==> src/rtl/nn_serial_pkg.sv <==
// Shared definitions for the binarized-image serial input path.
//   rx_state_t          : receiver FSM states (HUNT, PAYLOAD, CHECK)
//   SYNC_WORD_DEFAULT   : frame sync pattern, transmitted MSB first
//   SYNC_WIDTH_DEFAULT  : sync pattern length in bits
//   CHK_WIDTH_DEFAULT   : checksum width; checksum = popcount(payload) mod 2**width
package nn_serial_pkg;

  typedef enum logic [1:0] {
    HUNT    = 2'd0,
    PAYLOAD = 2'd1,
    CHECK   = 2'd2
  } rx_state_t;

  localparam int          SYNC_WIDTH_DEFAULT = 16;
  localparam logic [15:0] SYNC_WORD_DEFAULT  = 16'hA5C3;
  localparam int          CHK_WIDTH_DEFAULT  = 8;

endpackage

==> src/rtl/sync_word_detector.sv <==
// Sliding-window sync word detector.
// Ports:
//   serialClock  in   bit clock, rising edge
//   reset        in   asynchronous, active-high; clears the window
//   serialData   in   incoming serial bit
//   enable       in   shift the window by one bit this edge
//   clear        in   zero the window (takes priority over enable)
//   matchNext    out  combinational: the window after this edge's shift
//                     equals syncWord (only when enable=1)
module sync_word_detector
  import nn_serial_pkg::*;
#(
  parameter int                   syncWidth = SYNC_WIDTH_DEFAULT,
  parameter logic [syncWidth-1:0] syncWord  = SYNC_WORD_DEFAULT
) (
  input  logic serialClock,
  input  logic reset,
  input  logic serialData,
  input  logic enable,
  input  logic clear,
  output logic matchNext
);

  logic [syncWidth-1:0] window;
  logic [syncWidth-1:0] windowNext;

  // Every bit position is a candidate start, so the full window is compared
  // on each enabled bit; overlapping sync candidates are found naturally.
  assign windowNext = {window[syncWidth-2:0], serialData};
  assign matchNext  = enable && (windowNext == syncWord);

  always_ff @(posedge serialClock or posedge reset) begin
    if (reset) begin
      window <= '0;
    end else if (clear) begin
      window <= '0;
    end else if (enable) begin
      window <= windowNext;
    end
  end

endmodule

==> src/rtl/serial_frame_receiver.sv <==
// Serial frame receiver: hunts for a sync word, collects numInputs payload
// bits plus a chkWidth-bit checksum (popcount of the payload, MSB first) and
// presents verified frames on a valid/ready output.
// Ports:
//   reset         in   asynchronous, active-high; clears all state
//   serialClock   in   bit clock, rising edge
//   serialData    in   serial bit, sampled when serialEnable=1
//   serialEnable  in   bit qualifier; 0 = no bit this cycle, state holds
//   frameReady    in   downstream accepts frameData
//   frameValid    out  frameData holds a verified frame
//   frameData     out  payload; first bit received sits at [numInputs-1]
//   frameError    out  one-cycle pulse on checksum mismatch
//   overrun       out  sticky; good frame dropped because holding reg full
//   busy          out  1 while in PAYLOAD or CHECK
//
// Handshake: a transfer happens on any rising edge where frameValid and
// frameReady are both 1; frameValid then drops unless a new verified frame
// completes on the same edge, in which case it is loaded and frameValid
// stays high. frameData never changes while frameValid=1 and not transferred.
// frameReady while frameValid=0 is ignored.
module serial_frame_receiver
  import nn_serial_pkg::*;
#(
  parameter int                   numInputs = 784,
  parameter int                   syncWidth = SYNC_WIDTH_DEFAULT,
  parameter logic [syncWidth-1:0] syncWord  = SYNC_WORD_DEFAULT,
  parameter int                   chkWidth  = CHK_WIDTH_DEFAULT
) (
  input  logic                 reset,
  input  logic                 serialClock,
  input  logic                 serialData,
  input  logic                 serialEnable,
  input  logic                 frameReady,
  output logic                 frameValid,
  output logic [numInputs-1:0] frameData,
  output logic                 frameError,
  output logic                 overrun,
  output logic                 busy
);

  localparam int cntW    = $clog2(numInputs);
  localparam int popW    = $clog2(numInputs + 1);
  localparam int chkCntW = (chkWidth > 1) ? $clog2(chkWidth) : 1;
  // Popcount is zero-extended to at least chkWidth so the mod-2**chkWidth
  // truncation is legal even for small payloads.
  localparam int extW    = (popW > chkWidth) ? popW : chkWidth;

  localparam logic [cntW-1:0]    LAST_BIT = cntW'(numInputs - 1);
  localparam logic [chkCntW-1:0] LAST_CHK = chkCntW'(chkWidth - 1);

  rx_state_t            state;
  rx_state_t            stateNext;
  logic [cntW-1:0]      bitCount;
  logic [chkCntW-1:0]   chkCount;
  logic [numInputs-1:0] payload;
  logic [popW-1:0]      popCount;
  logic [chkWidth-2:0]  chkShift;

  logic                 syncMatch;
  logic                 payloadLast;
  logic                 checkLast;
  logic [chkWidth-1:0]  chkFinal;
  logic [extW-1:0]      popExt;
  logic                 chkMatch;
  logic                 handoff;

  sync_word_detector #(
    .syncWidth (syncWidth),
    .syncWord  (syncWord)
  ) u_sync (
    .serialClock (serialClock),
    .reset       (reset),
    .serialData  (serialData),
    .enable      (serialEnable && (state == HUNT)),
    .clear       (checkLast),
    .matchNext   (syncMatch)
  );

  assign chkFinal = {chkShift, serialData};
  assign popExt   = extW'(popCount);
  assign chkMatch = (chkFinal == popExt[chkWidth-1:0]);
  assign handoff  = frameValid && frameReady;

  always_comb begin
    stateNext   = state;
    payloadLast = 1'b0;
    checkLast   = 1'b0;
    case (state)
      HUNT: begin
        if (syncMatch) stateNext = PAYLOAD;
      end
      PAYLOAD: begin
        if (serialEnable && (bitCount == LAST_BIT)) begin
          payloadLast = 1'b1;
          stateNext   = CHECK;
        end
      end
      CHECK: begin
        if (serialEnable && (chkCount == LAST_CHK)) begin
          checkLast = 1'b1;
          stateNext = HUNT;
        end
      end
      default: stateNext = HUNT;
    endcase
  end

  always_ff @(posedge serialClock or posedge reset) begin
    if (reset) begin
      state      <= HUNT;
      busy       <= 1'b0;
      bitCount   <= '0;
      chkCount   <= '0;
      payload    <= '0;
      popCount   <= '0;
      chkShift   <= '0;
      frameData  <= '0;
      frameValid <= 1'b0;
      frameError <= 1'b0;
      overrun    <= 1'b0;
    end else begin
      state      <= stateNext;
      busy       <= (stateNext != HUNT);
      frameError <= 1'b0;

      if (handoff) frameValid <= 1'b0;

      if (serialEnable) begin
        case (state)
          HUNT: begin
            if (syncMatch) begin
              bitCount <= '0;
              popCount <= '0;
              payload  <= '0;
            end
          end
          PAYLOAD: begin
            payload  <= {payload[numInputs-2:0], serialData};
            popCount <= popCount + popW'(serialData);
            bitCount <= bitCount + cntW'(1);
            if (payloadLast) chkCount <= '0;
          end
          CHECK: begin
            chkShift <= chkFinal[chkWidth-2:0];
            chkCount <= chkCount + chkCntW'(1);
            if (checkLast) begin
              if (!chkMatch) begin
                frameError <= 1'b1;
              end else if (!frameValid || frameReady) begin
                // Also covers the same-edge handoff: reload keeps valid high.
                frameData  <= payload;
                frameValid <= 1'b1;
              end else begin
                overrun <= 1'b1;
              end
            end
          end
          default: ;
        endcase
      end
    end
  end

endmodule
==> config.mk <==
export PLATFORM = sky130hd
export DESIGN_NAME = serial_frame_receiver
export DESIGN_NICKNAME = d
export VERILOG_FILES = /design/src/rtl/nn_serial_pkg.sv /design/src/rtl/sync_word_detector.sv /design/src/rtl/serial_frame_receiver.sv
export SDC_FILE = /design/constraint.sdc
export NUM_CORES = 2
export LEC_CHECK = 0
export CAP_MARGIN = 0
export CORE_MARGIN = 2
export CORE_UTILIZATION = 60
export CTS_BUF_LIST = sky130_fd_sc_hd__clkbuf_4 sky130_fd_sc_hd__clkbuf_8 sky130_fd_sc_hd__clkbuf_16
export DETAILED_ROUTE_END_ITERATION = 6
export MAX_ROUTING_LAYER = met4
export PLACE_DENSITY = 0.87
export RECOVER_POWER = 100
export SYNTH_ARGS = -nofsm -noshare
export SYNTH_HDL_FRONTEND = slang
export SYNTH_SLANG_ARGS = --single-unit
==> constraint.sdc <==
create_clock -name serialClock -period 99.2 [get_ports serialClock]
set_clock_uncertainty 0.1 [all_clocks]
set_input_delay 29.76 -clock serialClock [delete_from_list [all_inputs] [get_ports serialClock]]
set_output_delay 29.76 -clock serialClock [all_outputs]
set_load 0.02 [all_outputs]
==> results by stage <==
GRT:
- The initial antenna violation count is 2.
- Across every metal layer, demand over resource in global routing totals 0.320.
- The largest net degree at the start of global routing is 242.
- The met3 layer usage reported by global route is 0.0748.
- For met2 alone, demand over resource in global routing was 0.497.
- For met1 alone, demand over resource in global routing was 0.380.
- After global routing the overflow that remains totals 0.
- The number of global-route vias before repair is 46,400.
- The first global-routing pass estimated 273 mm of wire.
- The layer with the highest usage is met2.

CTS:
- The total CTS buffers is 158.
- The number of sinks on the clock net is 1,617.
- The count of hold-fix buffers inserted at cts is 0.
- The number of resized instances in the post-cts repair step is 0.
- Once the clock tree was built, the setup fixing pass inserted 0 buffers.
- TritonCTS built the clock tree.
- The clock transition time at the flip-flop clock pins of the worst setup and hold paths is 0.06 ns.
- Clock latency on the worst-skew pair, taken at its later pin, is approximately 0.75 ns.
- The longest clock path from root to sink contains 3 buffers.
- CTS built an H-tree with a depth of 4.
- CTS placed an instance of sky130_fd_sc_hd__clkbuf_16 at the clock tree root.

Yosys:
- The mapped cell area is 65,600 um^2.
- For this run, the number of Yosys warnings is 0.
- Yosys mapped a number of flops with a built-in enable equal to 0.
- The mean cell area of the mapped netlist is ~12 um^2.
- Summed over all instances, the cell type with the most area after synthesis is sky130_fd_sc_hd__dfrtp_1.
- The fraction of registers with async set or reset after synthesis is 1.00.
- The number of distinct standard cells referenced by the synthesized netlist is 43.
- The synthesized design contains 1,617 register bits.
- For this run, the leading register cell type out of synthesis is sky130_fd_sc_hd__dfrtp_1.
- Sorting the synthesized cells by area gives the leading types as sky130_fd_sc_hd__dfrtp_1 62%, sky130_fd_sc_hd__mux2_4 16%, sky130_fd_sc_hd__nand2_1 9.4%.
- Of the synthesized area, sequential elements account for 0.617.
- Of the post-synthesis cell area, the dominant cell type holds 0.617.
- Counting every net in the synthesized netlist gives 5,314.
- The number of instances in the synthesized netlist is approximately 5,300.

Critical path:
- Data on the critical path is required at its endpoint by 99.10 ns.
- Along the worst path, the maximum fanout reaches ~200.
- The endpoint kind of the worst setup timing path is an async pin.
- The worst setup path is of the input pin to async pin kind.
- The worst setup path is launched from an input pin.
- The arrival time reported for the critical path endpoint is 52.41 ns.

Drt:
- The number of nets with antenna violations after detailed routing is 0.
- The average via count per standard cell is 5.91.
- The overall via count from detail_route is 44,200.
- For this block, the initial DRC count from the detailed router was roughly 4,500.
- In the final routed layout, each cell accounts on average for 23.3 um.
- The first detailed-routing pass took 7 iterations.
- The DRC violation count after routing is 2.
- For this block, the routed nets add up to 175 mm of wire.

Timing:
- Setup repair after global routing left no endpoint under its margin.
- The final-layout setup total negative slack is 0 ns.
- Timing would allow up to 19.0 MHz.
- Measured against its own limit, the worst slew margin works out to -6.17.
- The final hold violation count is 0.
- The minimum clock period after layout is 52.50 ns.
- The count of pins over their slew limit is roughly 3,600.
- The share of the cycle needed by the critical path after routing is 0.529.
- Setup violations remaining at the end of the flow were counted as 0.
- Setup slack closes at approximately 47 ns.
- The slew of the pin with the lowest slew margin is 10.76 ns.

Placement:
- The detailed placer's ending HPWL is 101 mm.
- The number of buffer cells added on primary ports is 792.
- Timing analysis after detailed placement gives a worst setup slack of 63.45 ns.
- The congestion estimate from routability-driven global placement came to 0.859.

Floorplanning:
- The floorplan step set the die height to ~330 um.
- For this configuration, the core starts out at a cell density of 0.604.
- The cell row count is 121.
- The die extent in x is 335 um.
- The total area inside the core boundary comes to between 100,000 and 150,000 um^2.
- The overall die area is 112,000 um^2.
- The number of primary I/O pins is 793.

Finish:
- In the final design database the tool counted 5,947 nets.
- The sequential cells in the finished layout cover a total of 40,500 um^2.
- Relative to the synthesized area, the layout overhead comes to 15.2%.
- In the final layout, the multi-input gates occupy 19,700 um^2.
- The filler cell count is 7,160.
- The fraction of final layout cells with drive strength greater than 1 is 0.0524.

Power:
- Power spread over the standard cell area amounts to 17.2 nW/um^2.
- The analysis attributes to cell leakage a power of 38.5 nW.
- The worst-case IR drop observed on VDD is 0.0156 mV.

Min path:
- The tightest min-delay check is of the flop to flop type.

Outcome:
- The run finished, with violations left.
- The final reports fail on design-rule violations, max-capacitance violations, max-slew violations.

Run:
- Max-cap violations in this run came to 32.
==> cell usage in the layout, fill, tap and decap left out, types with 3 or more instances in the layout <==
cell type | Yosys | final
sky130_fd_sc_hd__mux2_4 | 700 | 10
sky130_fd_sc_hd__o21ai_0 | 789 | 789
sky130_fd_sc_hd__nor2_1 | 18 | 18
sky130_fd_sc_hd__nand4_1 | 3 | 3
sky130_fd_sc_hd__clkbuf_16 | 0 | 162
sky130_fd_sc_hd__xnor2_1 | 17 | 17
sky130_fd_sc_hd__mux2_1 | 84 | 774
sky130_fd_sc_hd__dfrtp_1 | 1617 | 1617
sky130_fd_sc_hd__inv_1 | 4 | 3
sky130_fd_sc_hd__clkbuf_1 | 161 | 29
sky130_fd_sc_hd__nand2b_1 | 5 | 5
sky130_fd_sc_hd__buf_4 | 3 | 11
sky130_fd_sc_hd__diode_2 | 0 | 3
sky130_fd_sc_hd__dlygate4sd3_1 | 0 | 791
sky130_fd_sc_hd__clkinv_2 | 0 | 34
sky130_fd_sc_hd__nor3_1 | 5 | 5
sky130_fd_sc_hd__xor2_1 | 3 | 3
sky130_fd_sc_hd__bufinv_16 | 0 | 12
sky130_fd_sc_hd__clkbuf_4 | 0 | 34
sky130_fd_sc_hd__inv_6 | 0 | 3
sky130_fd_sc_hd__nand2_1 | 1638 | 1638
sky130_fd_sc_hd__a21oi_1 | 18 | 18
sky130_fd_sc_hd__ha_1 | 5 | 5
sky130_fd_sc_hd__nand3_1 | 6 | 6
sky130_fd_sc_hd__nor4_1 | 4 | 4
sky130_fd_sc_hd__clkbuf_8 | 0 | 31
sky130_fd_sc_hd__nand4b_1 | 3 | 4
sky130_fd_sc_hd__clkinvlp_4 | 0 | 4
==> logic make-up (layout without fill, tap and decap cells) <==
kind of cell / after synthesis / in the layout / synth area share
AO/OA/AOI/OAI: 813 / 813 / 0.0623
AND/OR/NAND/NOR: 1699 / 1699 / 0.0996
XOR/XNOR: 20 / 20 / 0.00267
adder cells (fa/ha/maj): 5 / 5 / 0.000953
buffers and inverters: 364 / 1124 / 0.0429
multiplexers: 786 / 786 / 0.175
other: 0 / 3 / 0
flip-flops: 1617 / 1617 / 0.617
==> registers in the layout, indices dropped and copies added (netlist names), 2 cells and up <==
| name | cells |
|---|---|
| chkShift | 7 |
| payload | 784 |
| state | 2 |
| chkCount | 3 |
| u_sync.window | 15 |
| frameData | 784 |
| popCount | 8 |
| bitCount | 10 |
==> layout make-up <==
class | count | area share
clock inverters | 60 | 0.00963
inverters | 4 | 0.000215
flip-flops and latches | 1617 | 0.535
repair buffers | 833 | 0.108
well taps | 1414 | 0.0234
multi-input cells | 3323 | 0.261
diodes | 3 | 0.0000993
clock buffers | 227 | 0.0626
==> worst max-delay path: stages <==
cell and delay (ns):
sky130_fd_sc_hd__dlygate4sd3_1 0.55, sky130_fd_sc_hd__clkinvlp_2 3.25, sky130_fd_sc_hd__clkbuf_1 7.20, sky130_fd_sc_hd__clkbuf_1 2.22
sky130_fd_sc_hd__clkbuf_1 2.98, sky130_fd_sc_hd__clkbuf_1 3.35, sky130_fd_sc_hd__clkbuf_1 2.82
==> stage by stage <==
step	cells	power [mW]	util	hold slack [ns]	instance area, um^2
3_3_place_gp	7191	0.688	0.671	0.354	73000
6_report	7481	1.30	0.695	0.371	75600
3_5_place_dp	7191	0.689	0.671	0.359	73000
5_1_grt	7480	1.34	0.695	0.377	75600
4_1_cts	7478	1.31	0.722	0.377	78500
2_1_floorplan	5304	0.686	-	0.367	65600
==> cells in the mapped netlist, types with 6 or more instances <==
library cell / n
sky130_fd_sc_hd__mux2_1: 84
sky130_fd_sc_hd__buf_2: 92
sky130_fd_sc_hd__nand3_1: 6
sky130_fd_sc_hd__clkbuf_1: 161
sky130_fd_sc_hd__a21oi_1: 18
sky130_fd_sc_hd__buf_1: 18
sky130_fd_sc_hd__nor2_1: 18
sky130_fd_sc_hd__buf_6: 9
sky130_fd_sc_hd__nand2_1: 1638
sky130_fd_sc_hd__xnor2_1: 17
sky130_fd_sc_hd__dfrtp_1: 1617
sky130_fd_sc_hd__o21ai_0: 789
sky130_fd_sc_hd__mux2_4: 700
sky130_fd_sc_hd__buf_12: 77
==> path summary, 6_finish.rpt <==
path	from	end	slack, ns	cells past startpoint
min	overrun	overrun	0.37	1
max	reset	payload[359]	46.70	7
max in group serialClock	serialEnable	frameData[266]	51.52	9
min in group asynchronous	reset	frameData[707]	31.18	2
max reg2reg	chkCount[0]	frameData[266]	80.57	10
min reg2reg	overrun	overrun	0.37	1
==> routing by layer <==
layer / part of all wire / routed length [um] / vias up
li1: - / - / 18800
met1: 0.37 / 63800 / 22700
met2: 0.48 / 84200 / 2070
met3: 0.077 / 13400 / 626
met4: 0.076 / 13200 / 0
met5: 0 / 0 / -
==> where the power goes <==
part	internal [mW]	switching (mW)
registers	0.661	0.000736
logic	0.000821	0.0131
clock network	0.366	0.262
Note: power is estimated with default switching activity, not from simulation.
